### src/rtl/neuron_feeder.sv
`default_nettype none
//============================================================================
// Module      : neuron_feeder
// Description : Sequencer for a 16-lane neuron. It clears the neuron, streams
//               N chunks of pixel/weight pairs onto the lanes, waits out the
//               neuron pipeline latency, then captures the 26-bit dot product
//               and offers it downstream with a valid/ready handshake.
// Revision    : 1.0 - initial release
//============================================================================

`ifndef PIX_WIDTH
`define PIX_WIDTH 8
`endif
`ifndef WGT_WIDTH
`define WGT_WIDTH 8
`endif

module neuron_feeder #(
    parameter int PIX_W    = `PIX_WIDTH,
    parameter int WGT_W    = `WGT_WIDTH,
    parameter int CNT_W    = 8,
    parameter int PIPE_LAT = 6
) (
    input  logic                Clk,
    input  logic                GlobalReset,
    input  logic                Start,
    input  logic [CNT_W-1:0]    Num_Chunks,
    input  logic                In_Valid,
    output logic                In_Ready,
    input  logic [16*PIX_W-1:0] In_Pixels,
    input  logic [16*WGT_W-1:0] In_Weights,
    output logic [16*PIX_W-1:0] Lane_Pixels,
    output logic [16*WGT_W-1:0] Lane_Weights,
    output logic                Neuron_Clear,
    input  logic [25:0]         Neuron_Out,
    output logic [25:0]         Result,
    output logic                Result_Valid,
    input  logic                Result_Ready,
    output logic                Busy
);

    // Drain counter must hold the value PIPE_LAT; keep at least one bit.
    localparam int c_DRN_W = (PIPE_LAT < 1) ? 1 : $clog2(PIPE_LAT + 1);

    typedef enum logic [2:0] {
        S_IDLE  = 3'd0,
        S_CLEAR = 3'd1,
        S_FEED  = 3'd2,
        S_DRAIN = 3'd3,
        S_DONE  = 3'd4
    } state_t;

    state_t               r_state;
    state_t               w_state_nxt;
    logic [CNT_W-1:0]     r_count;
    logic [c_DRN_W-1:0]   r_drain;
    logic [16*PIX_W-1:0]  r_lane_pix;
    logic [16*WGT_W-1:0]  r_lane_wgt;
    logic [25:0]          r_result;
    logic                 r_result_valid;
    logic                 w_in_ready;
    logic                 w_xfer;
    logic                 w_drain_done;

    // Ready depends only on state and remaining count so the source can
    // rely on it without a combinational loop through In_Valid.
    assign w_in_ready   = (r_state == S_FEED) && (r_count != '0);
    assign w_xfer       = w_in_ready && In_Valid;
    assign w_drain_done = (r_state == S_DRAIN) && (r_drain == '0);

    assign In_Ready     = w_in_ready;
    assign Neuron_Clear = (r_state == S_CLEAR);
    assign Busy         = (r_state != S_IDLE);
    assign Lane_Pixels  = r_lane_pix;
    assign Lane_Weights = r_lane_wgt;
    assign Result       = r_result;
    assign Result_Valid = r_result_valid;

    // State register.
    always_ff @(posedge Clk or negedge GlobalReset) begin
        if (!GlobalReset) begin
            r_state <= S_IDLE;
        end else begin
            r_state <= w_state_nxt;
        end
    end

    // Next-state logic; Start is only looked at in IDLE.
    always_comb begin
        w_state_nxt = r_state;
        case (r_state)
            S_IDLE: begin
                if (Start) begin
                    w_state_nxt = S_CLEAR;
                end
            end
            S_CLEAR: begin
                w_state_nxt = (r_count == '0) ? S_DRAIN : S_FEED;
            end
            S_FEED: begin
                if (w_xfer && (r_count == CNT_W'(1))) begin
                    w_state_nxt = S_DRAIN;
                end
            end
            S_DRAIN: begin
                if (w_drain_done) begin
                    w_state_nxt = S_DONE;
                end
            end
            S_DONE: begin
                if (Result_Ready) begin
                    w_state_nxt = S_IDLE;
                end
            end
            default: begin
                w_state_nxt = S_IDLE;
            end
        endcase
    end

    // Lane registers: a transferred chunk sits on the lanes for exactly one
    // cycle; every other cycle the lanes carry zeros so the neuron adds 0.
    always_ff @(posedge Clk or negedge GlobalReset) begin
        if (!GlobalReset) begin
            r_lane_pix <= '0;
            r_lane_wgt <= '0;
        end else if (w_xfer) begin
            r_lane_pix <= In_Pixels;
            r_lane_wgt <= In_Weights;
        end else begin
            r_lane_pix <= '0;
            r_lane_wgt <= '0;
        end
    end

    // Remaining-chunk counter: loaded on an accepted Start, decremented per
    // transfer. It only decrements while non-zero, so it cannot wrap.
    always_ff @(posedge Clk or negedge GlobalReset) begin
        if (!GlobalReset) begin
            r_count <= '0;
        end else if ((r_state == S_IDLE) && Start) begin
            r_count <= Num_Chunks;
        end else if (w_xfer) begin
            r_count <= r_count - CNT_W'(1);
        end
    end

    // Drain counter: loaded on DRAIN entry, i.e. the edge that puts the last
    // chunk on the lanes (or CLEAR exit for an empty run); the capture edge
    // follows once it has counted down PIPE_LAT further edges.
    always_ff @(posedge Clk or negedge GlobalReset) begin
        if (!GlobalReset) begin
            r_drain <= '0;
        end else if ((w_state_nxt == S_DRAIN) && (r_state != S_DRAIN)) begin
            r_drain <= c_DRN_W'(PIPE_LAT);
        end else if ((r_state == S_DRAIN) && (r_drain != '0)) begin
            r_drain <= r_drain - c_DRN_W'(1);
        end
    end

    // Result capture and output handshake; Result keeps its value after
    // being accepted, only the valid flag drops.
    always_ff @(posedge Clk or negedge GlobalReset) begin
        if (!GlobalReset) begin
            r_result       <= '0;
            r_result_valid <= 1'b0;
        end else if (w_drain_done) begin
            r_result       <= Neuron_Out;
            r_result_valid <= 1'b1;
        end else if ((r_state == S_DONE) && Result_Ready) begin
            r_result_valid <= 1'b0;
        end
    end

endmodule

`default_nettype wire

### config.mk
export PLATFORM = sky130hd
export DESIGN_NAME = neuron_feeder
export DESIGN_NICKNAME = d
export VERILOG_FILES = /design/src/rtl/neuron_feeder.sv
export SDC_FILE = /design/constraint.sdc
export NUM_CORES = 1
export LEC_CHECK = 0
export CELL_PAD_IN_SITES_DETAIL_PLACEMENT = 0
export CELL_PAD_IN_SITES_GLOBAL_PLACEMENT = 1
export CORE_AREA = 2 2 225 227
export CTS_CLUSTER_SIZE = 10
export DETAILED_ROUTE_END_ITERATION = 16
export DIE_AREA = 0 0 227 229
export GPL_TIMING_DRIVEN = 0
export PLACE_DENSITY_LB_ADDON = 0.1
export SYNTH_ARGS = -nofsm -noshare
export SYNTH_HDL_FRONTEND = slang
export SYNTH_SLANG_ARGS = --single-unit
### constraint.sdc
create_clock -name Clk -period 5.5 [get_ports Clk]
set_input_delay 0.825 -clock Clk [delete_from_list [all_inputs] [get_ports Clk]]
set_output_delay 0.825 -clock Clk [all_outputs]
set_load 0.01 [all_outputs]
==> results.txt, run 1 <==
status: complete, no violations
die span in x: 227 um
Final period util: 0.614
Initial Utilization: 0.202
CP Capture Type: output pin
syn nets: 993
top-count cell post-synth: dfrtp_1
Tmin final: 3.38 ns
asr flop ratio synth: 1.00
Fmax: 0.296 GHz
H-tree levels: 2
layout net count: 1615
dominant cells by area after synthesis: dfrtp_1 74%, and2_1 16%, mux2_2 2.9%, clkbuf_1 1.0%, ha_1 0.50%
area added between synthesis and finish: 79.1%
delay-heaviest family, CP: simple AND/OR/NAND/NOR gates
Post-CTS Setup Bufs: 0
main combinational cell family by area after synthesis: simple AND/OR/NAND/NOR gates
Ys Warns: 0
sinks on the clock net: 297
Slew Limit Headroom: 0.472
clk buf depth: 3
Detail Route Antenna Nets: 0
Critical-path top delay cell: or3b_2
All-Layer GR Usage: 0.143
largest net degree at the start of global routing: 111
maxcap violations: 0
hpwl dp: 28800 um
CTS buffer count: 38
EDFF count, synth: 0
PwrDens: 444 nW/um2
critical path arrival: 2.55 ns
core area: 49700 um2
Final Max Slew Viols: 0
Synth top area share: 0.742
part of the Yosys area used for sequential elements: 0.742
Hold Buf Count CTS: 0
Routability Congestion: 0.766
synth cell count leaders: 297 x dfrtp_1, 257 x and2_1, 27 x clkbuf_1, 26 x mux2_2
share of layout cells above drive strength 1: 0.0680
reg2reg start: r_count[0]
Design Area, Final: 17900 um2
Worst-path clk slew: 0.05 ns
routed len/inst: 18.7 um
top_reg_cell synth: dfrtp_1
first-pass GRT wire length: 54000 um
clk_skew: 0.00829 ns
post-synthesis xor/xnor area fraction: 0.00525
peak per-stage delay on the critical path: 0.53 ns
final WL: 37600 um
CP startpoint kind: flip-flop
adder-cell share of the synthesized area: 0.00500
compound-cell area share of the yosys netlist: 0.0146
CTS resizes: 0
Slew @ Worst Pin: 0.792 ns
start point of the critical path: r_count[0]
via/cell ratio: 3.59
syn_area_per_cell: 14.4 um2
Cells after Synth: 694
non-filler cells, final: 2012
Clock Latency Late Sink: 0.54 ns
CTS tree: done
via count: 7226
area leader, netlist: dfrtp_1
Setup CP Type: flip-flop to output pin
final hold vios: 0
placed cell areas: 16700 um2
TritonRoute pass-1 iters: 4
mux contribution to synthesized area: 0.0302
post-synthesis simple-gate area fraction: 0.183
setup violators final: 0
HP Class: primary input to async pin
global route overflow: 0
initial antenna violation count: 3
row count: 82
worst path cell trace: inv_1 > ha_1 > or3b_2 > nor2_1 > nor3b_1 > clkdlybuf4s50_1
final total power: 7.95 mW
port bufs: 580
Buf+Inv Stages, Crit Path: 2
vias in the first global route: 7772
die area: 52000 um2
Max Fanout on Critical Path: 6
RSZ-0062 raised after global routing: no
Mapped Area: 10000 um2
synth unique cells: 40
placed insts: 1948
Worst Path Required: 4.68 ns
Reg2Reg Setup Slack: 3.05 ns
number of remaining DRC errors: 0
Die H: 229 um
static leakage: 7.82 nW
# IOs: 581
root buf cell: clkbuf_16
setup tns final: 0 ns
VDD IR max: 0.000207 V
post-synthesis register bit count: 297
DR iter-0 viols: 300
[placed cells by master, fill, tap and decap left out, types with 2 or more instances in the layout]
cell,count
buf_2,3
buf_6,4
inv_1,8
buf_16,2
nor2_1,8
xnor2_1,2
a21oi_1,3
nor2b_1,3
nand3_1,2
nor3b_1,4
clkbuf_8,7
mux2_2,26
clkdlybuf4s50_1,579
or4_1,2
clkbuf_1,39
dfrtp_1,297
ha_1,4
nand4_1,2
a221o_1,3
and3_1,2
xor2_1,4
nand2_1,7
diode_2,2
and2_1,257
o21ai_0,6
clkbuf_16,41
o211ai_1,2
[logic make-up after synthesis]
kind of cell	count (synthesis)
fa+ha+maj	4
buf+inv	43
compound gates	21
simple gates	296
mux	27
xor+xnor	6
flops	297
[cell type report]
class                           count  area, um2
Inverter                            8       30.0
Clock inverter                      2       35.0
Timing Repair Buffer              582       5870
Clock buffer                       60       1170
Antenna cell                        2       5.00
Multi-Input combinational cell    354       2380
Buffer                             35        166
Sequential cell                   297       7430
Fill cell                        4940      31700
Tap cell                          672        841
[metrics by stage]
step / setup WS (ns) / hold slack, ns / util
after CTS: 2.04 / 0.343 / 0.361
after global placement: -10.51 / 0.492 / 0.335
after floorplan: 3.33 / 0.478 / -
after detailed placement: 2.61 / 0.495 / 0.337
final: 2.12 / 0.333 / 0.361
after global routing: 1.95 / 0.383 / 0.361
[state kept, by name, summed over array words and instances (netlist names)]
| signal | flops |
|---|---|
| Lane_Pixels | 128 |
| Lane_Weights | 128 |
| Result | 26 |
| r_count | 8 |
| r_drain | 3 |
| r_state | 3 |
| Result_Valid | 1 |
[routing by layer]
layer | GRT usage | vias to the layer above | routed length, um
met4 | 0.0398 | 2 | 753
li1 | - | 3418 | -
met1 | 0.152 | 3469 | 13600
met2 | 0.261 | 281 | 19800
met3 | 0.0554 | 56 | 3410
met5 | 0 | - | 13
[power by group]
part	switching [mW]	internal (mW)
sequential	0.188	2.71
combinational	1.16	1.46
clock	0.944	1.49
[final timing paths]
| path | to | cells past startpoint |
|---|---|---|
| min reg2reg | Result[8] | 1 |
| max in group asynchronous | Lane_Weights[73] | 2 |
| min | Result[19] | 1 |
| min in group Clk | Result[8] | 1 |
| max | In_Ready | 6 |
| max reg2reg | Lane_Weights[49] | 8 |
Note: power is estimated with default switching activity, not from simulation.
==> run 2: changes to the inputs <==
- CORE_AREA: 2 2 225 227 -> 2 2 224 226
- DIE_AREA: 0 0 227 229 -> 0 0 226 228
- clock period: 5.5 -> 3 ns (I/O delays scaled with it)
==> run 2 against run 1 <==
Register-to-register slack worse by 2.5 ns. Die area shrank 0.88%. Combinational power rose by 86%. Count of clock-buffer cells in the layout fell by 3. Sequential power is 83% higher. Cell count about the same. Cell area decreased by 0.41%. Flip-flop and latch count unchanged. First-iteration DRC count is 39% lower. Via count up 0.55%.
==> results.txt, run 2 (same netlist as run 1, synthesis figures left out) <==
HP Class: primary input to flip-flop
status: complete, no violations
setup tns final: 0 ns (unchanged)
DR iter-0 viols: 183 (-39%)
sinks on the clock net: 297 (unchanged)
final WL: 38400 um (+2.1%)
Design Area, Final: 17900 um2 (-0.41%)
root buf cell: clkbuf_16
maxcap violations: 0 (unchanged)
critical path arrival: 2.29 ns (-0.26 ns)
via/cell ratio: 3.61 (+0.60%)
Setup CP Type: flip-flop to output pin
Die H: 228 um (-0.44%)
Final period util: 0.912
Routability Congestion: 0.780 (+1.8%)
Worst Path Required: 2.55 ns (-2.13 ns)
CTS buffer count: 38 (unchanged)
hold path depth: 2
TritonRoute pass-1 iters: 4 (unchanged)
Detail Route Antenna Nets: 0 (unchanged)
H-tree levels: 2 (unchanged)
global route overflow: 0 (unchanged)
Final Max Slew Viols: 0 (unchanged)
placed insts: 1948 (unchanged)
port bufs: 580 (unchanged)
Initial Utilization: 0.203 (+0.00126)
via count: 7266 (+0.55%)
CTS tree: done
clk buf depth: 3 (unchanged)
vias in the first global route: 7885 (+1.5%)
core area: 49300 um2 (-0.62%)
final hold vios: 0 (unchanged)
# IOs: 581 (unchanged)
Critical-path top delay cell: or3b_2
non-filler cells, final: 2011 (-0.050%)
All-Layer GR Usage: 0.147 (+0.00343)
Max Fanout on Critical Path: 6 (unchanged)
Logic pwr share: 0.339 (+0.009)
share of layout cells above drive strength 1: 0.0666 (-0.00145)
first-pass GRT wire length: 54700 um (+1.3%)
Worst-path clk slew: 0.06 ns (about the same)
Crit. path cell count: 6 (unchanged)
commonest cells after routing, fill and taps aside: 578 x clkdlybuf4s50_1, 297 x dfrtp_1, 257 x and2_1, 40 x clkbuf_1, 39 x clkbuf_16
CP Capture Type: output pin
Slew @ Worst Pin: 0.873 ns (+0.0810 ns)
setup violators final: 0 (unchanged)
layout net count: 1616 (+0.062%)
number of remaining DRC errors: 0 (unchanged)
largest net degree at the start of global routing: 108 (-2.7%)
sequential share of power: 0.369 (+0.005)
number of fill cells: 4893 (-0.95%)
die span in x: 226 um (-0.44%)
delay-heaviest family, CP: simple AND/OR/NAND/NOR gates
static leakage: 7.77 nW (-0.61%)
Worst R2R Path Depth: 8 (unchanged)
PwrDens: 807 nW/um2 (+82%)
routed len/inst: 19.1 um (+2.2%)
commonest non-fill, non-tap cell in the layout: clkdlybuf4s50_1
switching share of power: 0.296 (+0.00817)
CP startpoint kind: flip-flop
Clk pwr share: 0.293 (-0.013)
row count: 82 (unchanged)
Buf+Inv Stages, Crit Path: 2 (unchanged)
Pint: 10.1 mW (+79%)
area added between synthesis and finish: 78.3%
final total power: 14.4 mW (+81%)
Slew Limit Headroom: 0.418 (-0.0540)
VDD IR max: 0.000362 V (+75%)
Net Switching: 4.27 mW (+86%)
peak per-stage delay on the critical path: 0.52 ns (about the same)
placed cell areas: 16700 um2 (unchanged)
hpwl dp: 29500 um (+2.6%)
initial antenna violation count: 5 (+2)
Clock Latency Late Sink: 0.53 ns (about the same)
Fmax: 0.365 GHz
Final Util: 0.362 (+0.000755)
clk_skew: 0.0104 ns (+0.00215 ns)
worst path cell trace: inv_1 > ha_2 > or3b_2 > nor2_1 > nor3b_1 > dlygate4sd2_1
RSZ-0062 raised after global routing: no
die area: 51500 um2 (-0.88%)
Tmin final: 2.74 ns
[run 2: final timing paths]
path	startpoint	to	slack [ns]
worst max-delay path	r_count[0]	In_Ready	0.26
worst min-delay path	In_Weights[126]	Lane_Weights[126]	0.46
worst max register to register	r_count[0]	Lane_Weights[68]	0.52
worst min register to register	Result[8]	Result[8]	0.50
max in group asynchronous	GlobalReset	Lane_Pixels[122]	1.34
min in group asynchronous	GlobalReset	Lane_Weights[105]	0.53
[run 2: power by group through the flow]
| stage | clock, mW | sequential (mW) | combinational, mW |
|---|---|---|---|
| floorplan | 0 | 5.81 | 1.54 |
| global placement | 0 | 5.39 | 5.02 |
| detailed placement | 0 | 5.38 | 5.02 |
| CTS | 4.40 | 5.32 | 5.04 |
| global route | 4.55 | 5.42 | 5.31 |
| finish | 4.22 | 5.31 | 4.88 |
[run 2: final cells by class]
class | instances | area, um2 | area share
Antenna cell | 2 | 5.00 | 0.000280
Buffer | 35 | 166 | 0.00932
Clock buffer | 57 | 1090 | 0.0613
Clock inverter | 3 | 23.8 | 0.00133
Inverter | 8 | 30.0 | 0.00168
Multi-Input combinational cell | 354 | 2380 | 0.134
Sequential cell | 297 | 7430 | 0.416
Tap cell | 672 | 841 | 0.0471
Timing Repair Buffer | 583 | 5870 | 0.329
[run 2: routing by layer]
layer	vias to the layer above	share of wire	wire length (um)	global-route usage
met3	65	0.094	3590	0.0567
li1	3417	-	-	-
met2	271	0.53	20500	0.273
met4	6	0.024	928	0.0499
met5	-	0.0011	41	0
met1	3507	0.35	13300	0.147
[run 2: through the flow]
| stage | hold WS [ns] | worst slack, ns |
|---|---|---|
| floorplan | 0.154 | 0.969 |
| global placement | 0.491 | -12.81 |
| detailed placement | 0.494 | 0.418 |
| CTS | 0.419 | 0.192 |
| global route | 0.441 | 0.0972 |
| finish | 0.465 | 0.263 |
[run 2: what timing repair did]
item / in CTS / in global routing
hold endpoints to repair: 49 / 0
setup endpoints to repair: 1 / 0
hold buffers: 1 / 0
resized for setup: 2 / 0
buffers inserted: 0 / 0
